$ cat src/rtl/oneliner_pkg.sv
// ============================================================================
// oneliner_pkg : shared types and next-value prediction for the odd-decrement
//                byte producer and its reader.
// Rev 1.0
// ============================================================================
`default_nettype none

package oneliner_pkg;

  typedef enum logic [1:0] {
    SEED  = 2'd0,
    TRACK = 2'd1,
    FAIL  = 2'd2
  } reader_state_e;

  localparam int C_STEP_DEF = 7;
  localparam int C_PRED_W   = 32;

  // Callers truncate the result to their own data width; the low bits of the
  // wide subtraction equal the modulo-2^W result, borrow discarded.
  function automatic logic [C_PRED_W-1:0] predict(
    input logic [C_PRED_W-1:0] value,
    input logic [C_PRED_W-1:0] step
  );
    return value[0] ? (value - step) : value;
  endfunction

endpackage

`default_nettype wire

$ cat src/rtl/oneliner_reader_sat_counter.sv
// ============================================================================
// sat_counter : up-counter that sticks at all-ones, with synchronous clear.
// Rev 1.0
// ============================================================================
`default_nettype none

module sat_counter #(
  parameter int CNT_W = 16
) (
  input  logic             clock,
  input  logic             rst_n,
  input  logic             clr,
  input  logic             inc,
  output logic [CNT_W-1:0] count
);

  logic [CNT_W-1:0] r_count;

  always_ff @(posedge clock or negedge rst_n) begin
    if (!rst_n) begin
      r_count <= '0;
    end else if (clr) begin
      r_count <= '0;
    end else if (inc && (r_count != {CNT_W{1'b1}})) begin
      r_count <= r_count + 1'b1;
    end
  end

  assign count = r_count;

endmodule

`default_nettype wire

$ cat src/rtl/oneliner_reader.sv
// ============================================================================
// oneliner_reader : samples the producer stream, predicts each next value and
//                   counts samples / mismatches, latching a sticky fail.
// Rev 1.0
// ============================================================================
`default_nettype none

module oneliner_reader
  import oneliner_pkg::*;
#(
  parameter int DATA_W  = 8,
  parameter int STEP    = C_STEP_DEF,
  parameter int CNT_W   = 16,
  parameter int MAX_ERR = 1
) (
  input  logic              clock,
  input  logic              rst_n,
  input  logic              in_valid,
  input  logic [DATA_W-1:0] in_data,
  output logic              in_ready,
  input  logic              clear,
  output logic              settled,
  output logic              fail,
  output logic [DATA_W-1:0] last_val,
  output logic [CNT_W-1:0]  n_samples,
  output logic [CNT_W-1:0]  n_errors
);

  reader_state_e     r_state;
  reader_state_e     w_state_next;
  logic [1:0]        r_sync;
  logic [DATA_W-1:0] r_last_val;
  logic              r_settled;
  logic [DATA_W-1:0] w_exp;
  logic              w_xfer;
  logic              w_mismatch;
  logic              w_err_reach;
  logic              w_accept_state;

  // Release of rst_n is retimed so in_ready only rises on the 2nd clock edge.
  always_ff @(posedge clock or negedge rst_n) begin
    if (!rst_n) begin
      r_sync <= 2'b00;
    end else begin
      r_sync <= {r_sync[0], 1'b1};
    end
  end

  always_comb begin
    w_exp = DATA_W'(predict(C_PRED_W'(r_last_val), C_PRED_W'(STEP)));
  end

  assign w_xfer      = in_valid & in_ready;
  assign w_mismatch  = w_xfer && (r_state == TRACK) && (in_data != w_exp);
  assign w_err_reach = ((CNT_W+1)'(n_errors) + (CNT_W+1)'(1)) >= (CNT_W+1)'(MAX_ERR);

  always_ff @(posedge clock or negedge rst_n) begin
    if (!rst_n) begin
      r_state <= SEED;
    end else begin
      r_state <= w_state_next;
    end
  end

  always_comb begin
    w_state_next = r_state;
    if (clear) begin
      w_state_next = SEED;
    end else begin
      case (r_state)
        SEED:    if (w_xfer) w_state_next = TRACK;
        TRACK:   if (w_mismatch && w_err_reach) w_state_next = FAIL;
        FAIL:    w_state_next = FAIL;
        default: w_state_next = SEED;
      endcase
    end
  end

  always_comb begin
    w_accept_state = (r_state != FAIL);
    fail           = (r_state == FAIL);
  end

  assign in_ready = r_sync[1] & w_accept_state;

  // On a mismatch the observed value is adopted, so one glitch costs one error.
  always_ff @(posedge clock or negedge rst_n) begin
    if (!rst_n) begin
      r_last_val <= '0;
      r_settled  <= 1'b0;
    end else if (clear) begin
      r_last_val <= '0;
      r_settled  <= 1'b0;
    end else if (w_xfer) begin
      r_last_val <= in_data;
      r_settled  <= ~in_data[0];
    end
  end

  assign last_val = r_last_val;
  assign settled  = r_settled;

  sat_counter #(.CNT_W(CNT_W)) u_samples (
    .clock (clock),
    .rst_n (rst_n),
    .clr   (clear),
    .inc   (w_xfer & ~clear),
    .count (n_samples)
  );

  sat_counter #(.CNT_W(CNT_W)) u_errors (
    .clock (clock),
    .rst_n (rst_n),
    .clr   (clear),
    .inc   (w_mismatch & ~clear),
    .count (n_errors)
  );

endmodule

`default_nettype wire

$ cat config.mk
export PLATFORM = sky130hd
export DESIGN_NAME = oneliner_reader
export DESIGN_NICKNAME = d
export VERILOG_FILES = /design/src/rtl/oneliner_pkg.sv /design/src/rtl/oneliner_reader_sat_counter.sv /design/src/rtl/oneliner_reader.sv
export SDC_FILE = /design/constraint.sdc
export NUM_CORES = 1
export LEC_CHECK = 0
export BUFFER_PORTS_ARGS = -buffer_cell sky130_fd_sc_hd__buf_2
export CAP_MARGIN = 5
export CORE_ASPECT_RATIO = 1.75
export CORE_MARGIN = 2
export CORE_UTILIZATION = 48
export DETAILED_ROUTE_END_ITERATION = 6
export PLACE_DENSITY = 0.7
export RECOVER_POWER = 25
export SLEW_MARGIN = 20
export SYNTH_ARGS = -nofsm -noshare
export SYNTH_HDL_FRONTEND = slang
export SYNTH_SLANG_ARGS = --single-unit
$ cat constraint.sdc
create_clock -name clock -period 2.4 [get_ports clock]
set_input_delay 0.12 -clock clock [delete_from_list [all_inputs] [get_ports clock]]
set_output_delay 0.12 -clock clock [all_outputs]
set_load 0.02 [all_outputs]
==> flow_summary.yaml, run 1 <==
placement:
  place_area_mm2: 0.00317
  place.gp.congestion: 0.846
  dp_slack_ps: 9.84
  portBuffers: 54
  placed_cells: 437
  dp_hpwl_um: 4550
sta:
  hold_viol: 0
  setup_tns_ps: 0
  period_minus_slack_ps: 2360
  finClkSkew_ps: 2.01
  rsz0062_at_grt: "yes"
  max_freq_mhz: 425
  setup_violations: 0
  finalMaxSlewViolations: 0
  timing.final.crit_share_pct: 98.1
  fin_ws_ps: 44.4
  worst_pin_slew_ps: 786
  slew_headroom_pct: 47.6
die:
  start_util_pct: 49.2
  die_area_mm2: 0.00632
  core_area_mm2: 0.00554
  std_cell_rows: 36
  chipWidth_um: 60.9
  top_level_ports: 55
  die_h_um: 104
logic_synthesis:
  synth_cells: 298
  yosys_warnings: 0
  yosysUniqueCellTypes: 56
  avgSynthCellArea_um2: 9.14
  synth_edf_count: 0
  synth_top_family_by_area: "simple AND/OR/NAND/NOR gates"
  synthArstFlopShare_pct: 100
  synth_simple_gate_area_share_pct: 25.5
  synth-main-ff-cell: "dfrtp_1"
  ys_seq_area_share_pct: 41.3
  synthAdderAreaFrac_pct: 3.67
  synth_xor_area_share_pct: 9.32
  syn_nets: 318
  muxShareOfSynthArea_pct: 1.88
  syn_area_mm2: 0.00272
  ys_seq_elements: 45
  synth_compound_area_share_pct: 14.1
clock_network:
  cts-htree-levels: 2
  clockBufferDepth: 2
  cts-root-buf: "clkbuf_8"
  cts_sinks: 45
  numCtsBuffers: 5
  clk_pin_slew_ps: 90
  clkLatencyLatePin_ps: 310
  cts_tree: "done"
worst_hold_path:
  hold_path.class: "primary input to flop"
  hp-start: "in_data[6]"
  hold_end: "last_val[6]"
  min_delay_path_depth: 3
critical_path:
  start_kind: "flop"
  r2r_start: "last_val[2]"
  r2r_end: "u_errors.count[12]"
  critPathSlowestCell: "dfrtp_1"
  reg2reg_depth: 8
  crit_fanout: 14
  cp.arrival_ps: 2590
  critPathKind: "flop to flop"
  reg2reg_slack_ps: 40
  crit_chain: "nand2_1 -> or3b_4 -> a21boi_2 -> nor3_4 -> o21ai_4 -> buf_12 -> or4_1 -> a21oi_1"
  required_ps: 2640
  setup.worst_path.start: "last_val[2]"
  worst_setup_path_end_kind: "flop"
  max_stage_delay_ps: 460
grt:
  gr-total-overflow: 0
  grt_pass1_vias: 2424
  grt_pass1_wl_um: 10800
  grt_antenna_before_repair: 0
  grtUsageTotal_pct: 22.0
  grt_max_degree: 43
routing:
  wl_um: 6720
  wl_per_cell_um: 14.9
  ant_nets: 0
  dr.pass1.iters: 4
  initialDrtViolationCount: 140
  vias: 2508
  drc_errors: 0
  viasPerCell: 5.57
cells_and_area:
  final_layout_size_suffix_gt1_share_pct: 25.1
  fin_area_mm2: 0.00340
  area_delta_synth_final_pct: 25.0
  layout.nets: 393
  layout_common_cells: "dfrtp_1, nand2_1, buf_2, nor2_1, a21oi_1"
  layout_commonest_cell: "dfrtp_1"
  diodes: 0
  instances_no_fill: 450
power_and_ir_drop:
  power.density_mw_per_mm2: 569
  leakage_uw: 0.00151
  vdd_drop_max_uv: 387
run_status:
  outcome: "complete, no violations"
run:
  drv_cap: 0
where the power goes:
group | leakage (uW) | internal [uW] | switching [uW]
registers | 0.000616 | 793 | 41.0
logic | 0.000825 | 169 | 242
clock network | 0.0000681 | 414 | 279
total | 0.00151 | 1380 | 561
registers in the layout, indices dropped and copies added (netlist names):
register         cells
u_samples.count     16
last_val             8
settled              1
u_errors.count      16
r_state              2
r_sync               2
cell families (layout without fill, tap and decap cells):
group / Yosys count / count (layout)
AND/OR/NAND/NOR: 130 / 130
AO/OA/AOI/OAI: 59 / 60
flip-flops: 45 / 45
XOR/XNOR: 29 / 29
buffers and inverters: 21 / 96
adder cells (fa/ha/maj): 8 / 8
multiplexers: 5 / 5
other: 1 / 1
timing repair:
action / 4_1_cts / 5_1_grt
setup buffers: 0 / 3
hold endpoints to repair: 13 / 0
pin swaps: 1 / 4
cloned: 0 / 1
gates resized for setup: 0 / 13
setup endpoints to repair: 1 / 21
hold buffers: 1 / 0
worst max path at each step:
stage	end	depth (start not counted)
detailed placement	u_errors.count[1]	7
CTS	u_errors.count[1]	7
floorplan	u_samples.count[13]	10
global route	u_errors.count[12]	8
finish	u_errors.count[12]	8
global placement	u_errors.count[1]	7
metal layers:
metal	GRT usage, %	vias up	share of wire, %
met5	0	-	0
li1	-	1205	-
met2	37.6	61	54
met3	4.62	13	4.2
met1	24.7	1229	39
met4	10.7	0	2.5
stage by stage:
| step | power, uW | hold WS (ps) | util [%] |
|---|---|---|---|
| 2_1_floorplan | 1100 | -176 | - |
| 3_3_place_gp | 1210 | 32.1 | 57.2 |
| 3_5_place_dp | 1220 | 38.4 | 57.2 |
| 4_1_cts | 1920 | 47.2 | 59.8 |
| 5_1_grt | 2030 | 53.1 | 61.4 |
| 6_report | 1940 | 54.6 | 61.4 |
cells in the mapped netlist (2+ instances only):
cell	count	area, um^2
dfrtp_1	45	1130
nand2_1	37	139
nor2_1	30	113
a21oi_1	25	125
xor2_1	18	158
nand3_1	12	60.1
o21ai_0	11	55.1
xnor2_1	11	96.3
inv_1	9	33.8
ha_1	8	100
or3_1	8	50.1
clkbuf_1	6	22.5
nand4_1	6	37.5
nor3_1	6	30.0
o31ai_1	5	37.5
and3_1	4	25.0
mux2i_1	4	40.0
or4_1	4	30.0
and4_1	3	26.3
buf_6	3	33.8
nor4_1	3	18.8
a22o_1	2	17.5
and2_1	2	12.5
buf_4	2	15.0
nand3_2	2	20.0
o21a_1	2	15.0
layout make-up:
| cell class | instances | area (um^2) |
|---|---|---|
| fillers | 519 | 2140 |
| clock inverters | 3 | 65.1 |
| well taps | 76 | 95.1 |
| inverters | 9 | 33.8 |
| clock buffers | 5 | 68.8 |
| flip-flops and latches | 45 | 1130 |
| multi-input cells | 233 | 1550 |
| repair buffers | 79 | 464 |
worst max-delay path, delay by kind of cell, from the launching register on:
kind                   cells  cell delay [ps]
AO/OA/AOI/OAI              3              440
buffers and inverters      1              150
flip-flops                 1              460
AND/OR/NAND/NOR            4             1210
Power figures use the tool's default switching activity.
==> run 2: changes to the inputs <==
--- a/config.mk
+++ b/config.mk
@@ -13,6 +13,7 @@
 export DETAILED_ROUTE_END_ITERATION = 6
 export PLACE_DENSITY = 0.7
 export RECOVER_POWER = 25
+export SETUP_SLACK_MARGIN = 0.3
 export SLEW_MARGIN = 20
 export SYNTH_ARGS = -nofsm -noshare
 export SYNTH_HDL_FRONTEND = slang
==> run 2 against run 1 <==
Net effect: non-clock buffer count increased by 2; highest routed layer unchanged; global-route usage increased by 0.96 points; sequential cell count unchanged; final cell count increased by 0.22%; critical endpoint is now r_state[1]; critical path type unchanged; register-to-register slack improved by 120 ps; via count decreased by 0.76%; largest power group unchanged; total power decreased by 5.5%.
==> flow_summary.yaml, run 2 (synthesis results as in run 1) <==
clock_network:
  cts_tree: "done"
  clkLatencyLatePin_ps: 310
  clk_pin_slew_ps: 80
  numCtsBuffers: 5
  cts-root-buf: "clkbuf_8"
  cts_sinks: 45
  cts-htree-levels: 2
  clockBufferDepth: 2
routing:
  dr.pass1.iters: 4
  highest_layer: "met4"
  wl_met1_um: 2560
  route.met3.wl_um: 196
  wl_per_cell_um: 14.9
  drc_errors: 0
  viasPerCell: 5.52
  vias: 2489
  wl_um: 6710
  initialDrtViolationCount: 114
  wl_met2_um: 3780
  ant_nets: 0
sta:
  rsz0062_at_grt: "yes"
  hold_viol: 0
  period_minus_slack_ps: 2230
  timing.final.crit_share_pct: 93.1
  setup_violations: 0
  max_freq_mhz: 448
  slew_headroom_pct: 39.0
  finalMaxSlewViolations: 0
  finClkSkew_ps: 8.54
  setup_tns_ps: 0
  worst_pin_slew_ps: 915
  holdWs_ps: 56.2
power_and_ir_drop:
  report.power.total_uw: 1830
  power.density_mw_per_mm2: 525
  vdd_drop_max_uv: 464
  leakage_uw: 0.00151
die:
  start_util_pct: 49.2
  die_area_mm2: 0.00632
  core_area_mm2: 0.00554
  chipWidth_um: 60.9
  top_level_ports: 55
  die_h_um: 104
  std_cell_rows: 36
placement:
  portBuffers: 54
  placed_cells: 431
  place.gp.congestion: 0.841
  dp_hpwl_um: 4790
cells_and_area:
  fill_cells: 495
  diodes: 0
  area_delta_synth_final_pct: 27.9
  layout.nets: 394
  multi_input_area_mm2: 0.00162
  seqCellArea_mm2: 0.00114
  instances_no_fill: 451
  final_layout_size_suffix_gt1_share_pct: 30.1
  layout_commonest_cell: "nand2_1"
  layout_common_cells: "nand2_1, buf_2, dfrtp_1, nor2_1, buf_4"
critical_path:
  critPathKind: "flop to flop"
  cp.arrival_ps: 2440
  required_ps: 2600
  worst_setup_path_end_kind: "flop"
  reg2reg_slack_ps: 170
  start_kind: "flop"
  crit_fanout: 9
grt:
  grtUsageTotal_pct: 23.0
  grt_pass1_vias: 2434
  grt_antenna_before_repair: 0
  grt_max_degree: 43
  grt_pass1_wl_um: 11100
  gr-total-overflow: 0
run:
  drv_cap: 0
run_status:
  outcome: "complete, no violations"
worst_hold_path:
  hold_path.class: "primary input to flop"
-- run 2: repair_timing --
item | 4_1_cts | 5_1_grt
pin swaps | 2 | 11
gates cloned | 1 | 0
setup buffers | 7 | 3
endpoints found under the hold margin | 15 | 0
gates resized for setup | 4 | 12
hold buffers | 1 | 0
endpoints found under the setup margin | 24 | 24
-- run 2: metrics by stage --
stage / instance area [um^2] / setup slack, ps / utilization, %
2_1_floorplan: 2800 / 276 / -
3_3_place_gp: 3210 / 156 / 58.0
3_5_place_dp: 3210 / 137 / 58.0
4_1_cts: 3440 / 185 / 62.0
5_1_grt: 3480 / 89.6 / 62.9
6_report: 3480 / 165 / 62.9
-- run 2: final cells by class --
type / instances / share of cell area (%)
well taps: 76 / 2.73
inverters: 9 / 0.970
clock buffers: 7 / 2.77
flip-flops and latches: 45 / 32.7
repair buffers: 81 / 14.3
multi-input cells: 232 / 46.4
clock inverters: 1 / 0.144
-- run 2: worst paths after layout --
| path | from | endpoint | cells past startpoint |
|---|---|---|---|
| max | u_errors.count[1] | r_state[1] | 9 |
| min | in_data[3] | last_val[3] | 3 |
| max reg2reg | u_errors.count[1] | r_state[1] | 9 |
| min reg2reg | r_sync[0] | r_sync[1] | 0 |
| max in group asynchronous | rst_n | last_val[3] | 3 |
| min in group asynchronous | rst_n | u_errors.count[11] | 2 |
-- run 2: per-layer routing --
metal	track usage, %	up-vias
met5	0	-
met4	9.32	0
met3	4.62	12
met2	39.2	48
met1	26.8	1221
li1	-	1208
-- run 2: power breakdown --
part / internal (uW) / total (uW) / leakage [uW] / switching (uW)
Combinational: 204 / 459 / 0.000856 / 255
Sequential: 793 / 837 / 0.000604 / 43.5
Clock: 261 / 535 / 0.0000542 / 274
-- run 2: critical path: stages (launching register included) --
cell      delay (ps)
dfrtp_2          480
ha_4             190
nand3_4          120
nor3_1           190
buf_4            170
a311oi_1          90
a31oi_1          340
nor4_4            80
a31o_2           230
a22o_1           230
==> run 3: changes to the inputs <==
--- a/config.mk
+++ b/config.mk
@@ -7,11 +7,13 @@
 export LEC_CHECK = 0
 export BUFFER_PORTS_ARGS = -buffer_cell sky130_fd_sc_hd__buf_2
 export CAP_MARGIN = 5
+export CELL_PAD_IN_SITES_DETAIL_PLACEMENT = 1
+export CELL_PAD_IN_SITES_GLOBAL_PLACEMENT = 1
 export CORE_ASPECT_RATIO = 1.75
 export CORE_MARGIN = 2
-export CORE_UTILIZATION = 48
+export CORE_UTILIZATION = 41
 export DETAILED_ROUTE_END_ITERATION = 6
-export PLACE_DENSITY = 0.7
+export PLACE_DENSITY_LB_ADDON = 0.05
 export RECOVER_POWER = 25
 export SETUP_SLACK_MARGIN = 0.3
 export SLEW_MARGIN = 20
==> run 3 against run 2 <==
Net effect: the run now ends with max-capacitance violations, max-slew violations left; setup slack got worse by 11 ps; sequential cell count did not move; clock power rose by 38%; first-iteration DRC count rose by 3.5%; critical path depth fell by 1; clock skew fell by 2.3 ps; hold slack improved by 21 ps; register-to-register slack barely moved; largest power group unchanged; highest routed layer unchanged.
==> flow_summary.yaml, run 3 (synthesis results as in run 1) <==
power_and_ir_drop:
  leakage_uw: 0.00165
  power.density_mw_per_mm2: 553
  vdd_drop_max_uv: 456
routing:
  ant_nets: 0
  vias: 2552
  drc_errors: 0
  initialDrtViolationCount: 118
  viasPerCell: 5.49
  wl_per_cell_um: 16.9
  dr.pass1.iters: 4
  wl_um: 7870
die:
  top_level_ports: 55
  core_area_mm2: 0.00649
  std_cell_rows: 39
  start_util_pct: 42.0
  chipWidth_um: 65.6
  die_area_mm2: 0.00734
  die_h_um: 112
run_status:
  violations: "max-capacitance violations, max-slew violations"
  outcome: "complete, but fails checks"
clock_network:
  clkLatencyLatePin_ps: 290
  clk_pin_slew_ps: 60
  clockBufferDepth: 2
  cts-htree-levels: 2
  cts_tree: "done"
  numCtsBuffers: 5
  cts_sinks: 45
  cts-root-buf: "clkbuf_16"
critical_path:
  start_kind: "flop"
  crit_fanout: 28
  critPathKind: "flop to flop"
  required_ps: 2620
  cp.arrival_ps: 2460
  worst_setup_path_end_kind: "flop"
sta:
  period_minus_slack_ps: 2250
  worst_pin_slew_ps: 1600
  setup_tns_ps: 0
  timing.final.crit_share_pct: 93.6
  rsz0062_at_grt: "yes"
  slew_headroom_pct: -6.95
  setup_violations: 0
  finalMaxSlewViolations: 28
  max_freq_mhz: 445
  finClkSkew_ps: 6.24
  hold_viol: 0
cells_and_area:
  post-route-util_pct: 56.6
  layout_commonest_cell: "buf_2"
  fin_area_mm2: 0.00367
  layout.nets: 402
  layout_common_cells: "buf_2, nand2_1, dfrtp_1, buf_4, nor2_1"
  area_delta_synth_final_pct: 34.9
  diodes: 0
  final_layout_size_suffix_gt1_share_pct: 37.9
grt:
  grt_antenna_before_repair: 0
  gr-total-overflow: 0
  grt_max_degree: 43
  grtUsageTotal_pct: 23.2
  grt_pass1_wl_um: 13400
  grt_pass1_vias: 2702
placement:
  place.gp.congestion: 0.774
  portBuffers: 54
  dp_hpwl_um: 5330
  place_area_mm2: 0.00322
run:
  drv_cap: 1
worst_hold_path:
  hold_path.class: "primary input to flop"
run 3: cell count changes in the layout (fill, tap and decap cells not counted), moves of 5 or more:
cell       before  now
buf_2          36   46
buf_4          23   30
clkbuf_1       18    8
clkbuf_16       0    5
clkbuf_8        7    2
run 3: path summary, 6_finish.rpt:
check | cells past startpoint | from | slack, ps | to
max | 8 | last_val[3] | 150 | u_errors.count[6]
min | 3 | in_data[2] | 80 | last_val[2]
max reg2reg | 8 | last_val[3] | 150 | u_errors.count[6]
min reg2reg | 0 | r_sync[0] | 360 | r_sync[1]
max in group asynchronous | 2 | rst_n | 590 | u_errors.count[3]
min in group asynchronous | 2 | rst_n | 770 | u_errors.count[2]
run 3: layout make-up:
cell class              count  area, um^2
fillers                   768        2820
multi-input cells         232        1680
flip-flops and latches     45        1140
clock inverters             1        5.00
repair buffers             89         558
inverters                   9        33.8
well taps                  82         103
clock buffers               7         153
run 3: power by group:
| group | internal [uW] | switching, uW | total, uW |
|---|---|---|---|
| clock network | 441 | 296 | 738 |
| logic | 194 | 263 | 458 |
| registers | 794 | 42.2 | 837 |
| total | 1430 | 602 | 2030 |
run 3: metal layers:
layer | part of all wire [%] | wire [um] | GRT usage, % | up-vias
li1 | - | - | - | 1223
met1 | 39 | 3040 | 27.0 | 1288
met2 | 58 | 4560 | 43.0 | 34
met3 | 2.3 | 179 | 3.43 | 7
met4 | 1.2 | 94 | 6.53 | 0
met5 | 0 | 0 | 0 | -
run 3: through the flow:
step	total power, uW	cells	setup slack, ps	hold slack [ps]
3_5_place_dp	1260	437	103	187
2_1_floorplan	1120	298	276	-176
6_report	2030	465	154	77.2
4_1_cts	2040	457	189	72.7
3_3_place_gp	1250	437	139	186
5_1_grt	2140	465	47.9	85.3
run 3: timing repair:
action | 4_1_cts | 5_1_grt
gates resized for setup | 16 | 15
hold endpoints to repair | 25 | 0
hold buffers | 1 | 0
buffers inserted | 11 | 8
endpoints found under the setup margin | 23 | 26
pin swaps | 12 | 2
run 3: worst max-delay path: stages (launching register included):
cell	delay, ps
dfrtp_2	400
nand2b_4	150
or3b_4	390
a21boi_4	160
nor3_4	250
o21ai_4	80
buf_12	160
or4_4	430
a21oi_2	150
